<file path="src/rtl/mmio_pkg.sv">
// Shared constants for the MMIO device manager: status bit layout, register offsets
// and the per-channel address map.
package mmio_pkg;

    localparam int unsigned ST_BUSY    = 0;
    localparam int unsigned ST_DONE    = 1;
    localparam int unsigned ST_OVR     = 2;
    localparam int unsigned ST_IE      = 3;
    localparam int unsigned ST_W       = 4;

    localparam int unsigned OFF_DATA   = 0;
    localparam int unsigned OFF_STAT   = 4;
    localparam int unsigned DEV_STRIDE = 8;

    // Channels grow downward from the base: channel i sits DEV_STRIDE*i bytes below channel 0.
    function automatic logic [31:0] dev_addr(input logic [31:0] base, input int unsigned i);
        return base - 32'(DEV_STRIDE * i);
    endfunction

endpackage

</file>
<file path="src/rtl/mmio_channel.sv">
// One device channel: operand register, busy/done/overrun/irq-enable flags and the
// registered one-cycle start pulse.
module mmio_channel
    import mmio_pkg::*;
#(
    parameter int unsigned DATA_W = 32
) (
    input  logic              clock,
    input  logic              reset,
    input  logic              wr_data_i,
    input  logic              wr_stat_i,
    input  logic              rd_stat_i,
    input  logic [DATA_W-1:0] wdata_i,
    input  logic              finish_i,
    output logic [DATA_W-1:0] data_o,
    output logic [ST_W-1:0]   stat_o,
    output logic              start_o,
    output logic              irq_o
);

    logic [DATA_W-1:0] data_q, data_d;
    logic              busy_q, busy_d;
    logic              done_q, done_d;
    logic              ovr_q, ovr_d;
    logic              ie_q, ie_d;
    logic              start_q, start_d;
    logic              accept;

    // A finish arriving in the same cycle frees the channel for the new operand.
    assign accept = wr_data_i & (~busy_q | finish_i);

    always_comb begin
        data_d  = data_q;
        busy_d  = busy_q;
        done_d  = done_q;
        ovr_d   = ovr_q;
        ie_d    = ie_q;
        start_d = 1'b0;

        if (wr_stat_i) begin
            ie_d = wdata_i[ST_IE];
        end
        if (rd_stat_i | (wr_stat_i & wdata_i[ST_DONE])) begin
            done_d = 1'b0;
        end
        if (rd_stat_i | (wr_stat_i & wdata_i[ST_OVR])) begin
            ovr_d = 1'b0;
        end

        // Completion set is applied after the clears so it wins over a same-cycle clear.
        if (accept) begin
            data_d  = wdata_i;
            busy_d  = 1'b1;
            done_d  = 1'b0;
            start_d = 1'b1;
        end else if (busy_q & finish_i) begin
            busy_d = 1'b0;
            done_d = 1'b1;
        end

        if (wr_data_i & busy_q & ~finish_i) begin
            ovr_d = 1'b1;
        end
    end

    always_ff @(posedge clock) begin
        if (!reset) begin
            data_q  <= '0;
            busy_q  <= 1'b0;
            done_q  <= 1'b0;
            ovr_q   <= 1'b0;
            ie_q    <= 1'b0;
            start_q <= 1'b0;
        end else begin
            data_q  <= data_d;
            busy_q  <= busy_d;
            done_q  <= done_d;
            ovr_q   <= ovr_d;
            ie_q    <= ie_d;
            start_q <= start_d;
        end
    end

    always_comb begin
        stat_o          = '0;
        stat_o[ST_BUSY] = busy_q;
        stat_o[ST_DONE] = done_q;
        stat_o[ST_OVR]  = ovr_q;
        stat_o[ST_IE]   = ie_q;
    end

    assign data_o  = data_q;
    assign start_o = start_q;
    assign irq_o   = done_q & ie_q;

endmodule

</file>
<file path="src/rtl/mmio_device_manager.sv">
// MMIO arbiter between the MEM stage and data memory: decodes per-channel DATA/STATUS
// words, diverts hits to the device channels and passes everything else through.
module mmio_device_manager
    import mmio_pkg::*;
#(
    parameter int unsigned DATA_W    = 32,
    parameter int unsigned ADDR_W    = 32,
    parameter int unsigned NUM_DEV   = 4,
    parameter logic [31:0] BASE_ADDR = 32'h0000_FFF8
) (
    input  logic                      clock,
    input  logic                      reset,
    input  logic [ADDR_W-1:0]         address_in,
    input  logic [DATA_W-1:0]         data_in,
    input  logic                      read_in,
    input  logic                      write_in,
    input  logic [DATA_W-1:0]         mem_out_in,
    input  logic [NUM_DEV-1:0]        finish,
    output logic                      read_out,
    output logic                      write_out,
    output logic [DATA_W-1:0]         mem_out_out,
    output logic [NUM_DEV-1:0]        start,
    output logic [NUM_DEV*DATA_W-1:0] dev_data,
    output logic                      irq
);

    logic [NUM_DEV-1:0] hit_data;
    logic [NUM_DEV-1:0] hit_stat;
    logic [NUM_DEV-1:0] ch_irq;
    logic               any_hit;
    logic [DATA_W-1:0]  rd_mux;
    logic [DATA_W-1:0]  ch_data [NUM_DEV];
    logic [ST_W-1:0]    ch_stat [NUM_DEV];

    // Exact word decode; the aligned base makes a misaligned address miss automatically.
    always_comb begin
        hit_data = '0;
        hit_stat = '0;
        for (int unsigned i = 0; i < NUM_DEV; i++) begin
            hit_data[i] = (address_in == ADDR_W'(dev_addr(BASE_ADDR, i) + OFF_DATA));
            hit_stat[i] = (address_in == ADDR_W'(dev_addr(BASE_ADDR, i) + OFF_STAT));
        end
    end

    assign any_hit   = |{hit_data, hit_stat};
    assign read_out  = read_in & ~any_hit;
    assign write_out = write_in & ~any_hit;

    always_comb begin
        rd_mux = '0;
        for (int unsigned i = 0; i < NUM_DEV; i++) begin
            rd_mux = rd_mux | ({DATA_W{hit_data[i]}} & ch_data[i])
                            | ({DATA_W{hit_stat[i]}} & DATA_W'(ch_stat[i]));
        end
    end

    assign mem_out_out = any_hit ? rd_mux : mem_out_in;
    assign irq         = |ch_irq;

    for (genvar g = 0; g < NUM_DEV; g++) begin : g_ch
        mmio_channel #(
            .DATA_W (DATA_W)
        ) u_ch (
            .clock     (clock),
            .reset     (reset),
            .wr_data_i (write_in & hit_data[g]),
            .wr_stat_i (write_in & hit_stat[g]),
            .rd_stat_i (read_in & hit_stat[g]),
            .wdata_i   (data_in),
            .finish_i  (finish[g]),
            .data_o    (ch_data[g]),
            .stat_o    (ch_stat[g]),
            .start_o   (start[g]),
            .irq_o     (ch_irq[g])
        );
        assign dev_data[g*DATA_W +: DATA_W] = ch_data[g];
    end

endmodule
</file>
<file path="config.mk">
export PLATFORM = sky130hd
export DESIGN_NAME = mmio_device_manager
export DESIGN_NICKNAME = d
export VERILOG_FILES = /design/src/rtl/mmio_pkg.sv /design/src/rtl/mmio_channel.sv /design/src/rtl/mmio_device_manager.sv
export SDC_FILE = /design/constraint.sdc
export NUM_CORES = 1
export LEC_CHECK = 0
export BUFFER_PORTS_ARGS = -buffer_cell sky130_fd_sc_hd__buf_2
export CORE_ASPECT_RATIO = 0.5
export CORE_MARGIN = 4
export CORE_UTILIZATION = 44
export CTS_CLUSTER_SIZE = 25
export DETAILED_ROUTE_END_ITERATION = 10
export PLACE_DENSITY = 0.79
export SYNTH_ARGS = -nofsm -noshare
export SYNTH_HDL_FRONTEND = slang
export SYNTH_HIERARCHICAL = 1
export SYNTH_SLANG_ARGS = --single-unit
</file>
<file path="constraint.sdc">
create_clock -name clock -period 2.65 [get_ports clock]
set_input_delay 0.265 -clock clock [delete_from_list [all_inputs] [get_ports clock]]
set_output_delay 0.265 -clock clock [all_outputs]
set_load 0.05 [all_outputs]
</file>
==> parameters.txt <==
Parameter                              Value

Outcome
  Outcome ... completed

Floorplanning
  Die W ... 182 um
  Core area ... 0.0147 mm2
  Vertical extent of the die ... 95.2 um
  Number of core rows ... 31
  Starting density of the core ... 45.7%
  Number of top-level pins ... 271
  Floorplan die area ... 0.0174 mm2

Global routing
  Number of antenna violations at the first check in global routing ... 0
  Remaining global-route overflow ... 0
  Wire length of the first global-routing pass ... 33500 um
  Total global routing track utilization ... 24.3%
  Largest net degree at the start of global routing ... 45
  Number of global-route vias before repair ... 6156

Power
  IR Drop Worst-Case VDD ... 494 uV
  Total power per unit cell area ... 594 mW/mm2
  Final Total Pwr ... 5.32 mW
  Leakage ... 3.96 nW

Critical path
  Number of cells traversed by the worst register-to-register path ... 3
  Kind of critical path ... input port to primary output
  Data arrival time at the worst-slack endpoint ... 2320 ps
  Crit Reg-Reg Startpoint ... g_ch[2].u_ch/busy_q
  Highest net fanout along the worst path ... 20
  Element type at the critical path start ... input port
  R2R Setup Slk ... 1250 ps
  Worst path required time ... 2380 ps
  Reg2reg end ... g_ch[2].u_ch/data_o[15]
  Capturing element type of the critical path ... primary output

Timing
  Post-layout min period ... 2580 ps
  Endpoints failing hold ... 0
  Setup violators final ... 0
  Sum Neg Setup Slack ... 0 ps
  Remaining max-slew budget at the tightest pin ... 48.4%
  Largest clock skew in the final design ... 8.87 ps
  Maximum operating frequency ... 0.387 GHz
  Period utilization ... 97.4%
  Setup repair after global routing missed its margin ... yes
  Worst hold slack after final layout ... 119 ps
  Pin slew with the least headroom to its limit ... 773 ps
  Fin. max-slew vios ... 0

Finish
  Layout Nets ... 965
  Final Core Density ... 61.0%
  Antenna fix cells ... 0
  Layout overhead on the synthesized area ... 33.6%
  Finished layout cell area ... 0.00895 mm2
  Fraction of layout cells with a size suffix above 1 ... 45.8%

CTS
  Total clock sinks ... 148
  Root Buffer ... sky130_fd_sc_hd__clkbuf_16
  CTS Hold Buffers Added ... 0
  Clock transition at the register clock pins on the worst setup and hold paths after CTS ... 70 ps
  Number of buffers inserted by post-CTS setup repair ... 0
  Num CTS Buffers ... 17
  CTS H-tree lvls ... 4
  Clk Latency, worst-skew pair ... 420 ps
  Maximum clock insertion buffer count ... 2
  Clock tree from TritonCTS ... done

Synth
  Sequential cell area fraction in the yosys report ... 44.2%
  Synth area leaders ... sky130_fd_sc_hd__dfxtp_1 44%, sky130_fd_sc_hd__a22o_1 15%, sky130_fd_sc_hd__mux4_2 5.7%
  Share of synthesized flip-flops with an asynchronous set or reset ... 0%
  Per-instance average area after synthesis ... 11.1 um2
  Largest area contributor in the synthesized netlist ... sky130_fd_sc_hd__dfxtp_1
  Cell area after technology mapping ... 0.00670 mm2
  Number of nets produced by synthesis ... 707
  Number of synthesized flops with an enable pin ... 0
  Area share of the leading cell type in the synthesized netlist ... 44.2%
  Distinct cell type count of the synthesized netlist ... 42
  Primary flip-flop cell chosen by synthesis mapping ... sky130_fd_sc_hd__dfxtp_1
  Gate count after technology mapping ... 603
  FF+latch count, synth ... 148
  Yosys warning total ... 6

Place
  Routability congestion estimate from global placement ... 0.901
  Dpl hpwl ... 15400 um
  Port buffer count ... 270
  Placed cell areas ... 0.00821 mm2

Route
  Routed length per instance ... 20.6 um
  Total length of routed wires ... 22100 um
  Detail-routed via count per cell ... 5.83
  Number of DRC violations after detailed routing ... 0
  Iteration count of the initial detailed-routing pass ... 5
  Total number of vias ... 6254
  Count of nets left with antenna violations after detail routing ... 0
  Initial DRC Count ... 412

Run
  Total of max-cap violations ... 0

Worst hold path
  Worst min-delay path class ... input port to flop
  WHS Path Cells ... 2
  Worst Hold Launch ... data_in[16]
  Hold Crit Endpoint ... g_ch[3].u_ch/data_o[16]
[metrics by stage]
stage / setup slack, ps / instances
after detailed placement: -77.9 / 1040
after global routing: -7.24 / 1072
after CTS: 0.181 / 1072
final: 68.1 / 1072
after global placement: -53.6 / 1040
after floorplan: -164 / 603
[report_power, final]
part	switching (mW)	internal [mW]	total [mW]	leakage (nW)
clock	1.05	1.63	2.68	0.319
combinational	0.275	0.141	0.415	2.45
sequential	0.000000000301	2.22	2.22	1.19
[layout make-up]
type	instances	area, um2
Multi-Input combinational cell	352	3190
Fill cell	1243	5720
Timing Repair Buffer	303	1740
Tap cell	198	248
Sequential cell	148	2960
Clock buffer	17	425
Clock inverter	15	235
Inverter	39	146
[flip-flops by register name, summed over array words and instances, names as in the netlist]
name and count:
g_ch.u_ch/data_o 128, g_ch.u_ch/done_q 4, g_ch.u_ch/busy_q 4, g_ch.u_ch/ie_q 4, g_ch.u_ch/ovr_q 4, g_ch.u_ch/start_o 4
[Yosys cell counts, types with 5 or more instances]
cell                        instances
sky130_fd_sc_hd__buf_4             16
sky130_fd_sc_hd__o32ai_1           11
sky130_fd_sc_hd__a21oi_1            8
sky130_fd_sc_hd__inv_1             35
sky130_fd_sc_hd__nand3_1            5
sky130_fd_sc_hd__buf_6             24
sky130_fd_sc_hd__a22o_2            12
sky130_fd_sc_hd__and2_1             7
sky130_fd_sc_hd__mux2i_1           27
sky130_fd_sc_hd__nor3_1             6
sky130_fd_sc_hd__nor4_1            12
sky130_fd_sc_hd__clkbuf_1          16
sky130_fd_sc_hd__nand2_1           21
sky130_fd_sc_hd__a22oi_1           11
sky130_fd_sc_hd__a31oi_1            8
sky130_fd_sc_hd__or4_1              5
sky130_fd_sc_hd__mux4_2            17
sky130_fd_sc_hd__dfxtp_1          148
sky130_fd_sc_hd__o2bb2ai_1         32
sky130_fd_sc_hd__nor2_1             8
sky130_fd_sc_hd__a22o_1           116
[critical path, cell delays in order]
cell and delay (ps):
sky130_fd_sc_hd__buf_2 90, sky130_fd_sc_hd__or4_4 540, sky130_fd_sc_hd__nor4_4 350, sky130_fd_sc_hd__buf_4 170, sky130_fd_sc_hd__buf_4 160, sky130_fd_sc_hd__nand4_1 140
sky130_fd_sc_hd__buf_6 220, sky130_fd_sc_hd__o2bb2ai_1 140, sky130_fd_sc_hd__buf_2 220
[placed cells by master (no fill, tap or decap), types with 5 or more instances in the layout]
| cell | n |
|---|---|
| sky130_fd_sc_hd__a21oi_1 | 8 |
| sky130_fd_sc_hd__a22o_1 | 116 |
| sky130_fd_sc_hd__a22o_2 | 12 |
| sky130_fd_sc_hd__a22oi_1 | 11 |
| sky130_fd_sc_hd__and2_1 | 7 |
| sky130_fd_sc_hd__buf_12 | 7 |
| sky130_fd_sc_hd__buf_2 | 252 |
| sky130_fd_sc_hd__buf_4 | 39 |
| sky130_fd_sc_hd__clkbuf_16 | 17 |
| sky130_fd_sc_hd__dfxtp_1 | 148 |
| sky130_fd_sc_hd__inv_1 | 35 |
| sky130_fd_sc_hd__inv_6 | 6 |
| sky130_fd_sc_hd__mux2i_1 | 27 |
| sky130_fd_sc_hd__mux4_2 | 17 |
| sky130_fd_sc_hd__nand2_1 | 21 |
| sky130_fd_sc_hd__nand3_1 | 5 |
| sky130_fd_sc_hd__nor2_1 | 8 |
| sky130_fd_sc_hd__nor3_1 | 5 |
| sky130_fd_sc_hd__nor4_1 | 11 |
| sky130_fd_sc_hd__o2bb2ai_1 | 27 |
| sky130_fd_sc_hd__o2bb2ai_2 | 5 |
| sky130_fd_sc_hd__o32ai_1 | 11 |
[cells by family (layout without fill, tap and decap cells)]
kind of cell	Yosys count	after routing	share of synthesized area [%]
and+or+nand+nor	94	94	9.08
DFF	148	148	44.2
AOI/OAI and AO/OA	214	214	27.5
buffers and inverters	103	374	9.44
muxes	44	44	9.75
[worst max-delay path by stage]
stage / depth (start not counted) / to / from
finish: 9 / mem_out_out[18] / address_in[27]
global placement: 9 / g_ch[3].u_ch/data_o[15] / address_in[21]
detailed placement: 9 / g_ch[0].u_ch/data_o[14] / address_in[21]
global route: 9 / mem_out_out[26] / address_in[27]
CTS: 9 / mem_out_out[20] / address_in[21]
floorplan: 5 / mem_out_out[10] / address_in[21]
[metal layers]
layer / GRT usage (%) / wire [um]
met1: 30.7 / 9270
met2: 42.6 / 11100
met3: 4.69 / 1340
met4: 7.74 / 439
met5: 0 / 0
[what timing repair did]
item,4_1_cts,5_1_grt
gates cloned,0,0
gates resized for setup,12,15
pin swaps,0,1
endpoints found under the hold margin,0,0
setup endpoints to repair,12,29
(Power assumes the default switching activity.)
